===== src/rtl/noc_arb_pkg.sv =====
// noc_arb_pkg: shared types and helpers for the NoC send-port arbiter.
// Holds the arbiter state enum, default bus widths and the flat-bus slice helper.
package noc_arb_pkg;

    typedef enum logic [1:0] {
        IDLE  = 2'd0,
        GRANT = 2'd1,
        ACK   = 2'd2
    } arb_state_e;

    localparam int ADDR_W_DEF  = 8;
    localparam int DATA_W_DEF  = 32;

    // Widest single field and widest flattened bus the slice helper handles
    // (up to 8 requesters of up to 64 bits each).
    localparam int SLICE_MAX_W = 64;
    localparam int FLAT_MAX_W  = 8 * SLICE_MAX_W;

    // Extract field 'idx' of width 'w' from a flattened bus (field i at [i*w +: w]).
    // Callers zero-extend the bus to FLAT_MAX_W and keep the low w bits of the result.
    function automatic logic [SLICE_MAX_W-1:0] slice_flat(
        input logic [FLAT_MAX_W-1:0] bus,
        input int unsigned           idx,
        input int unsigned           w
    );
        logic [FLAT_MAX_W-1:0]  shifted;
        logic [SLICE_MAX_W-1:0] keep;
        shifted = bus >> (idx * w);
        if (w >= SLICE_MAX_W) begin
            keep = {SLICE_MAX_W{1'b1}};
        end else begin
            keep = ({{(SLICE_MAX_W-1){1'b0}}, 1'b1} << w) - {{(SLICE_MAX_W-1){1'b0}}, 1'b1};
        end
        return shifted[SLICE_MAX_W-1:0] & keep;
    endfunction

endpackage


===== src/rtl/noc_send_arbiter_rr_pick.sv =====
// rr_pick: combinational round-robin priority picker.
// Returns the first set bit of 'eligible_i' at or after 'ptr_i', wrapping modulo NUM_REQ.
module rr_pick #(
    parameter int NUM_REQ = 4,
    parameter int IDX_W   = $clog2(NUM_REQ)
) (
    input  logic [NUM_REQ-1:0] eligible_i,
    input  logic [IDX_W-1:0]   ptr_i,
    output logic               found_o,
    output logic [IDX_W-1:0]   idx_o
);

    // Walk candidates starting at the pointer; the first eligible one is kept.
    always_comb begin
        logic [IDX_W-1:0] cand;
        logic             hit;
        found_o = 1'b0;
        idx_o   = {IDX_W{1'b0}};
        cand    = {IDX_W{1'b0}};
        hit     = 1'b0;
        for (int k = 0; k < NUM_REQ; k++) begin
            cand    = IDX_W'((32'(ptr_i) + 32'(k)) % 32'(NUM_REQ));
            hit     = eligible_i[cand] & ~found_o;
            idx_o   = hit ? cand : idx_o;
            found_o = found_o | eligible_i[cand];
        end
    end

endmodule


===== src/rtl/noc_send_arbiter.sv =====
// noc_send_arbiter: round-robin arbiter sharing one NoC send port between requesters.
// Captures the winner's address/payload, presents it with valid/ready and returns
// a one-cycle acknowledge. A per-requester mask stops a held PIO level from being
// sent twice. Optional stall abort is enabled with the NOC_ARB_TIMEOUT_EN macro.
module noc_send_arbiter
    import noc_arb_pkg::*;
#(
    parameter int NUM_REQ = 4,
    parameter int ADDR_W  = ADDR_W_DEF,
    parameter int DATA_W  = DATA_W_DEF,
    parameter int TIMEOUT = 255
) (
    input  logic                       clk,
    input  logic                       reset_n,
    input  logic [NUM_REQ-1:0]         req_valid,
    input  logic [NUM_REQ*ADDR_W-1:0]  req_addr,
    input  logic [NUM_REQ*DATA_W-1:0]  req_data,
    output logic [NUM_REQ-1:0]         req_ack,
    output logic                       out_valid,
    output logic [ADDR_W-1:0]          out_addr,
    output logic [DATA_W-1:0]          out_data,
    input  logic                       out_ready,
    output logic                       busy,
    output logic [$clog2(NUM_REQ)-1:0] grant_id,
    output logic                       err_timeout
);

    localparam int IDX_W = $clog2(NUM_REQ);
    localparam logic [NUM_REQ-1:0] ONE_HOT0 = NUM_REQ'(1'b1);
    localparam logic [IDX_W-1:0]   LAST_IDX = IDX_W'(NUM_REQ - 1);

    arb_state_e              state_q;
    logic [IDX_W-1:0]        ptr_q;
    logic [NUM_REQ-1:0]      mask_q;
    logic [NUM_REQ-1:0]      mask_d;
    logic                    out_valid_q;
    logic [ADDR_W-1:0]       out_addr_q;
    logic [DATA_W-1:0]       out_data_q;
    logic [NUM_REQ-1:0]      req_ack_q;
    logic                    busy_q;
    logic [IDX_W-1:0]        grant_id_q;
    logic                    err_timeout_q;

    logic [NUM_REQ-1:0]      eligible_s;
    logic                    found_s;
    logic [IDX_W-1:0]        win_idx_s;
    logic [FLAT_MAX_W-1:0]   addr_flat_s;
    logic [FLAT_MAX_W-1:0]   data_flat_s;
    logic [SLICE_MAX_W-1:0]  win_addr_wide_s;
    logic [SLICE_MAX_W-1:0]  win_data_wide_s;
    logic                    unused_slice_bits_s;

`ifdef NOC_ARB_TIMEOUT_EN
    localparam int CNT_W = $clog2(TIMEOUT + 1);
    logic [CNT_W-1:0]        stall_cnt_q;
`else
    localparam int TIMEOUT_UNUSED = TIMEOUT;
`endif

    assign eligible_s = req_valid & ~mask_q;

    rr_pick #(
        .NUM_REQ (NUM_REQ),
        .IDX_W   (IDX_W)
    ) u_rr_pick (
        .eligible_i (eligible_s),
        .ptr_i      (ptr_q),
        .found_o    (found_s),
        .idx_o      (win_idx_s)
    );

    assign addr_flat_s     = FLAT_MAX_W'(req_addr);
    assign data_flat_s     = FLAT_MAX_W'(req_data);
    assign win_addr_wide_s = slice_flat(addr_flat_s, 32'(win_idx_s), 32'(ADDR_W));
    assign win_data_wide_s = slice_flat(data_flat_s, 32'(win_idx_s), 32'(DATA_W));
    assign unused_slice_bits_s = ^{win_addr_wide_s, win_data_wide_s};

    // Mask clears wherever the request level is low; the ACK-cycle set of the winner wins.
    always_comb begin
        mask_d = (mask_q & req_valid) |
                 ((state_q == ACK) ? (ONE_HOT0 << grant_id_q) : {NUM_REQ{1'b0}});
    end

    // Arbiter FSM with all outputs registered.
    always_ff @(posedge clk) begin
        if (!reset_n) begin
            state_q       <= IDLE;
            ptr_q         <= {IDX_W{1'b0}};
            mask_q        <= {NUM_REQ{1'b0}};
            out_valid_q   <= 1'b0;
            out_addr_q    <= {ADDR_W{1'b0}};
            out_data_q    <= {DATA_W{1'b0}};
            req_ack_q     <= {NUM_REQ{1'b0}};
            busy_q        <= 1'b0;
            grant_id_q    <= {IDX_W{1'b0}};
            err_timeout_q <= 1'b0;
`ifdef NOC_ARB_TIMEOUT_EN
            stall_cnt_q   <= {CNT_W{1'b0}};
`endif
        end else begin
            mask_q        <= mask_d;
            req_ack_q     <= {NUM_REQ{1'b0}};
            err_timeout_q <= 1'b0;
            case (state_q)
                IDLE: begin
                    if (found_s) begin
                        out_addr_q  <= win_addr_wide_s[ADDR_W-1:0];
                        out_data_q  <= win_data_wide_s[DATA_W-1:0];
                        grant_id_q  <= win_idx_s;
                        out_valid_q <= 1'b1;
                        busy_q      <= 1'b1;
                        state_q     <= GRANT;
`ifdef NOC_ARB_TIMEOUT_EN
                        stall_cnt_q <= {CNT_W{1'b0}};
`endif
                    end else begin
                        state_q <= IDLE;
                    end
                end
                GRANT: begin
                    if (out_ready) begin
                        out_valid_q <= 1'b0;
                        req_ack_q   <= ONE_HOT0 << grant_id_q;
                        state_q     <= ACK;
                    end
`ifdef NOC_ARB_TIMEOUT_EN
                    else if (stall_cnt_q == CNT_W'(TIMEOUT - 1)) begin
                        // Stall limit hit: abort, still ack so software is unblocked.
                        out_valid_q   <= 1'b0;
                        req_ack_q     <= ONE_HOT0 << grant_id_q;
                        err_timeout_q <= 1'b1;
                        state_q       <= ACK;
                    end else begin
                        stall_cnt_q <= stall_cnt_q + CNT_W'(1);
                    end
`else
                    else begin
                        state_q <= GRANT;
                    end
`endif
                end
                ACK: begin
                    busy_q  <= 1'b0;
                    ptr_q   <= (grant_id_q == LAST_IDX) ? {IDX_W{1'b0}} : grant_id_q + IDX_W'(1);
                    state_q <= IDLE;
                end
                default: begin
                    out_valid_q <= 1'b0;
                    busy_q      <= 1'b0;
                    state_q     <= IDLE;
                end
            endcase
        end
    end

    assign req_ack     = req_ack_q;
    assign out_valid   = out_valid_q;
    assign out_addr    = out_addr_q;
    assign out_data    = out_data_q;
    assign busy        = busy_q;
    assign grant_id    = grant_id_q;
    assign err_timeout = err_timeout_q;

endmodule

===== config.mk =====
export PLATFORM = sky130hd
export DESIGN_NAME = noc_send_arbiter
export DESIGN_NICKNAME = d
export VERILOG_FILES = /design/src/rtl/noc_arb_pkg.sv /design/src/rtl/noc_send_arbiter_rr_pick.sv /design/src/rtl/noc_send_arbiter.sv
export SDC_FILE = /design/constraint.sdc
export NUM_CORES = 1
export LEC_CHECK = 0
export CAP_MARGIN = 40
export CELL_PAD_IN_SITES_DETAIL_PLACEMENT = 0
export CELL_PAD_IN_SITES_GLOBAL_PLACEMENT = 1
export CORE_ASPECT_RATIO = 1.25
export CORE_MARGIN = 2
export CORE_UTILIZATION = 27
export CTS_CLUSTER_SIZE = 10
export DETAILED_ROUTE_END_ITERATION = 7
export HOLD_SLACK_MARGIN = 0.03
export PLACE_DENSITY = 0.82
export SYNTH_ARGS = -nofsm -noshare
export SYNTH_HDL_FRONTEND = slang
export SYNTH_SLANG_ARGS = --single-unit

===== constraint.sdc =====
create_clock -name clk -period 2.9 [get_ports clk]
set_clock_uncertainty 0.2 [all_clocks]
set_input_delay 0.435 -clock clk [delete_from_list [all_inputs] [get_ports clk]]
set_output_delay 0.435 -clock clk [all_outputs]
set_load 0.02 [all_outputs]

==> flow_metrics.py <==
metrics = {
    "status": {
        "status": "complete, no violations",
    },
    "routing": {
        "post_drt_wl_per_cell_um": 18.2,
        "drc_errors": 0,
        "vias": 4138,
        "drt_iter0_markers": 159,
        "drt-vias-per-instance": 5.29,
        "ant_nets": 0,
        "firstDrtPassIters": 4,
        "wl_mm": 14.2,
    },
    "critical_path": {
        "path_class": "in -> reg",
        "r2r_end": "out_data[28]$_SDFFE_PN0P_",
        "crit_start": "req_valid[0]",
        "start_kind": "input port",
        "critical_path_arrival_ps": 2420,
        "r2r_setup_slack_ps": 640,
        "reg2reg_depth": 6,
        "critPathMaxFanout": 22,
        "end_kind": "flip-flop",
        "rr_startpoint": "ptr_q[1]$_SDFFE_PN0P_",
        "cp-endpoint": "out_data[28]$_SDFFE_PN0P_",
        "cp.required_ps": 2890,
    },
    "place": {
        "hpwl_mm": 10.6,
        "port_buffers": 214,
        "gp_congestion": 0.770,
        "placed_cells": 774,
    },
    "logic_synthesis": {
        "synth_edf_count": 0,
        "seq_area_frac_synth_pct": 30.0,
        "ys_types": 36,
        "synthTopCellsByCount": "o211ai_1 (68), dfxtp_1 (56), mux2i_1 (44), nand2_1 (42), o31a_1 (40)",
        "synth_most_common_cell": "o211ai_1",
        "async_flop_share_pct": 0,
        "synth_area_mm2": 0.00374,
        "synthCells": 408,
        "yosysWarnings": 0,
        "avgSynthCellArea_um2": 9.17,
        "ys_seq_elements": 56,
        "ys.flop_type": "dfxtp_1",
        "synthTopCellsByArea": "dfxtp_1 (30%), o211ai_1 (14%), mux2i_1 (12%), o31a_1 (9.4%), and4_1 (6.8%)",
        "synth_fp_nets": 579,
        "synth_largest_area_cell": "dfxtp_1",
        "synth_top_area_share_pct": 30.0,
    },
    "global_routing": {
        "grt_max_degree": 27,
        "grt-ovfl-total": 0,
        "grt_pass1_wl_mm": 21.6,
        "grt_use_total_pct": 18.8,
        "antenna_found_initial": 0,
        "grt_pass1_vias": 4296,
    },
    "min_path": {
        "whs_path_depth": 2,
        "hold_path.class": "reg -> reg",
    },
    "layout": {
        "fin_cells": 782,
        "diodes": 0,
        "drive_gt1_share_pct": 10.2,
        "final_nets": 777,
        "syn2layout_area_growth_pct": 68.7,
    },
    "sta": {
        "slew_violations": 0,
        "max_freq_mhz": 411,
        "slew_headroom_pct": 64.6,
        "rsz0062_at_grt": "false",
        "fin_crit_sh_pct": 83.8,
        "setup_viol": 0,
        "worst_pin_slew_ps": 530,
        "tns_ps": 0,
        "hold_viol_final": 0,
        "period_needed_ps": 2430,
    },
    "run": {
        "max_cap_viol_count": 0,
    },
    "floorplan": {
        "coreArea_mm2": 0.0137,
        "die_area_mm2": 0.0148,
        "die_y_um": 136,
        "dieWidth_um": 109,
        "start_util_pct": 27.3,
        "rows": 48,
        "boundaryPins": 216,
    },
    "clocking": {
        "ctsHoldBuffers": 0,
        "cts_made_buffers": 5,
        "cts_setup_buffers": 0,
        "cts_sinks": 56,
        "cts_tree": "done",
        "h-tree-depth": 2,
        "root_buffer": "clkbuf_16",
        "cts.clk_slew.worst_paths_ps": 80,
        "clk_latency_ps": 300,
        "cts_max_path_buffers": 2,
        "cts_resized": 0,
    },
    "pwr": {
        "p_leak_nw": 2.36,
        "powerDensity_mw_per_mm2": 394,
        "ir_worst_vdd_v": 0.000227,
    },
}
[power by group]
part | internal [W] | total, W | switching, W
combinational | 0.000529 | 0.000960 | 0.000432
sequential | 0.000848 | 0.000894 | 0.0000465
clock | 0.000327 | 0.000633 | 0.000305
[per-layer routing]
metal | vias up | GRT usage, % | wire length [um]
li1 | 1978 | - | -
met1 | 1956 | 20.8 | 5500
met2 | 175 | 35.0 | 7400
met3 | 29 | 3.32 | 952
met4 | 0 | 7.17 | 369
met5 | - | 0 | 0
[critical path, cell delays in order]
cell	delay [ps]
clkdlybuf4s50_1	510
or4b_1	470
and2_4	260
nand3_4	130
buf_12	210
mux2i_1	280
o211ai_1	110
[layout make-up]
cell class,count,area [um2]
multi-input combinational,302,2410
inverter,3,11.3
sequential,56,1120
fill,1387,7390
clock buffer,5,125
tap,175,219
timing repair buffer,238,2400
clock inverter,3,25.0
[placed cells by master, fill, tap and decap left out, types with 10 or more instances in the layout]
cell type and n:
clkdlybuf4s50_1 214, o211ai_1 68, dfxtp_1 56, mux2i_1 44, nand2_1 42, o31a_1 39, and4_1 29, buf_4 18
nor2b_1 14, and4_4 10, o211ai_2 10
[sequential cells by signal, indices dropped and copies added (netlist names)]
| register | cells |
|---|---|
| state_q | 2 |
| grant_id | 2 |
| mask_q | 4 |
| ptr_q | 2 |
| req_ack | 4 |
| out_valid | 1 |
| busy | 1 |
| out_addr | 8 |
| out_data | 32 |
[logic make-up after synthesis]
logic type	Yosys count	synth area share (%)
AOI/OAI and AO/OA	132	28.8
adders and majority gates	4	1.34
buffers and inverters	50	6.59
DFF	56	30.0
muxes	44	11.8
other	1	0.100
and+or+nand+nor	121	21.4
[per-stage QoR]
step                      utilization (%)  hold WS (ps)  power [W]  worst slack [ps]  area [um2]
after floorplan                         -           303    0.00137               789        3740
after global placement               45.0           265    0.00186               204        6160
after detailed placement             45.0           268    0.00188               142        6160
after CTS                            46.1           285    0.00252               472        6310
after global routing                 46.1           307    0.00261               298        6310
final                                46.1           284    0.00249               469        6310
[worst min-delay path by stage]
stage                              startpoint                        end  slack (ps)
detailed placement  out_data[11]$_SDFFE_PN0P_  out_data[11]$_SDFFE_PN0P_         270
global route         out_data[9]$_SDFFE_PN0P_   out_data[9]$_SDFFE_PN0P_         310
global placement     out_data[8]$_SDFFE_PN0P_   out_data[8]$_SDFFE_PN0P_         270
finish              out_data[20]$_SDFFE_PN0P_  out_data[20]$_SDFFE_PN0P_         280
floorplan                mask_q[3]$_SDFF_PN0_       mask_q[3]$_SDFF_PN0_         300
CTS                 out_data[11]$_SDFFE_PN0P_  out_data[11]$_SDFFE_PN0P_         290
Power figures use the tool's default switching activity.
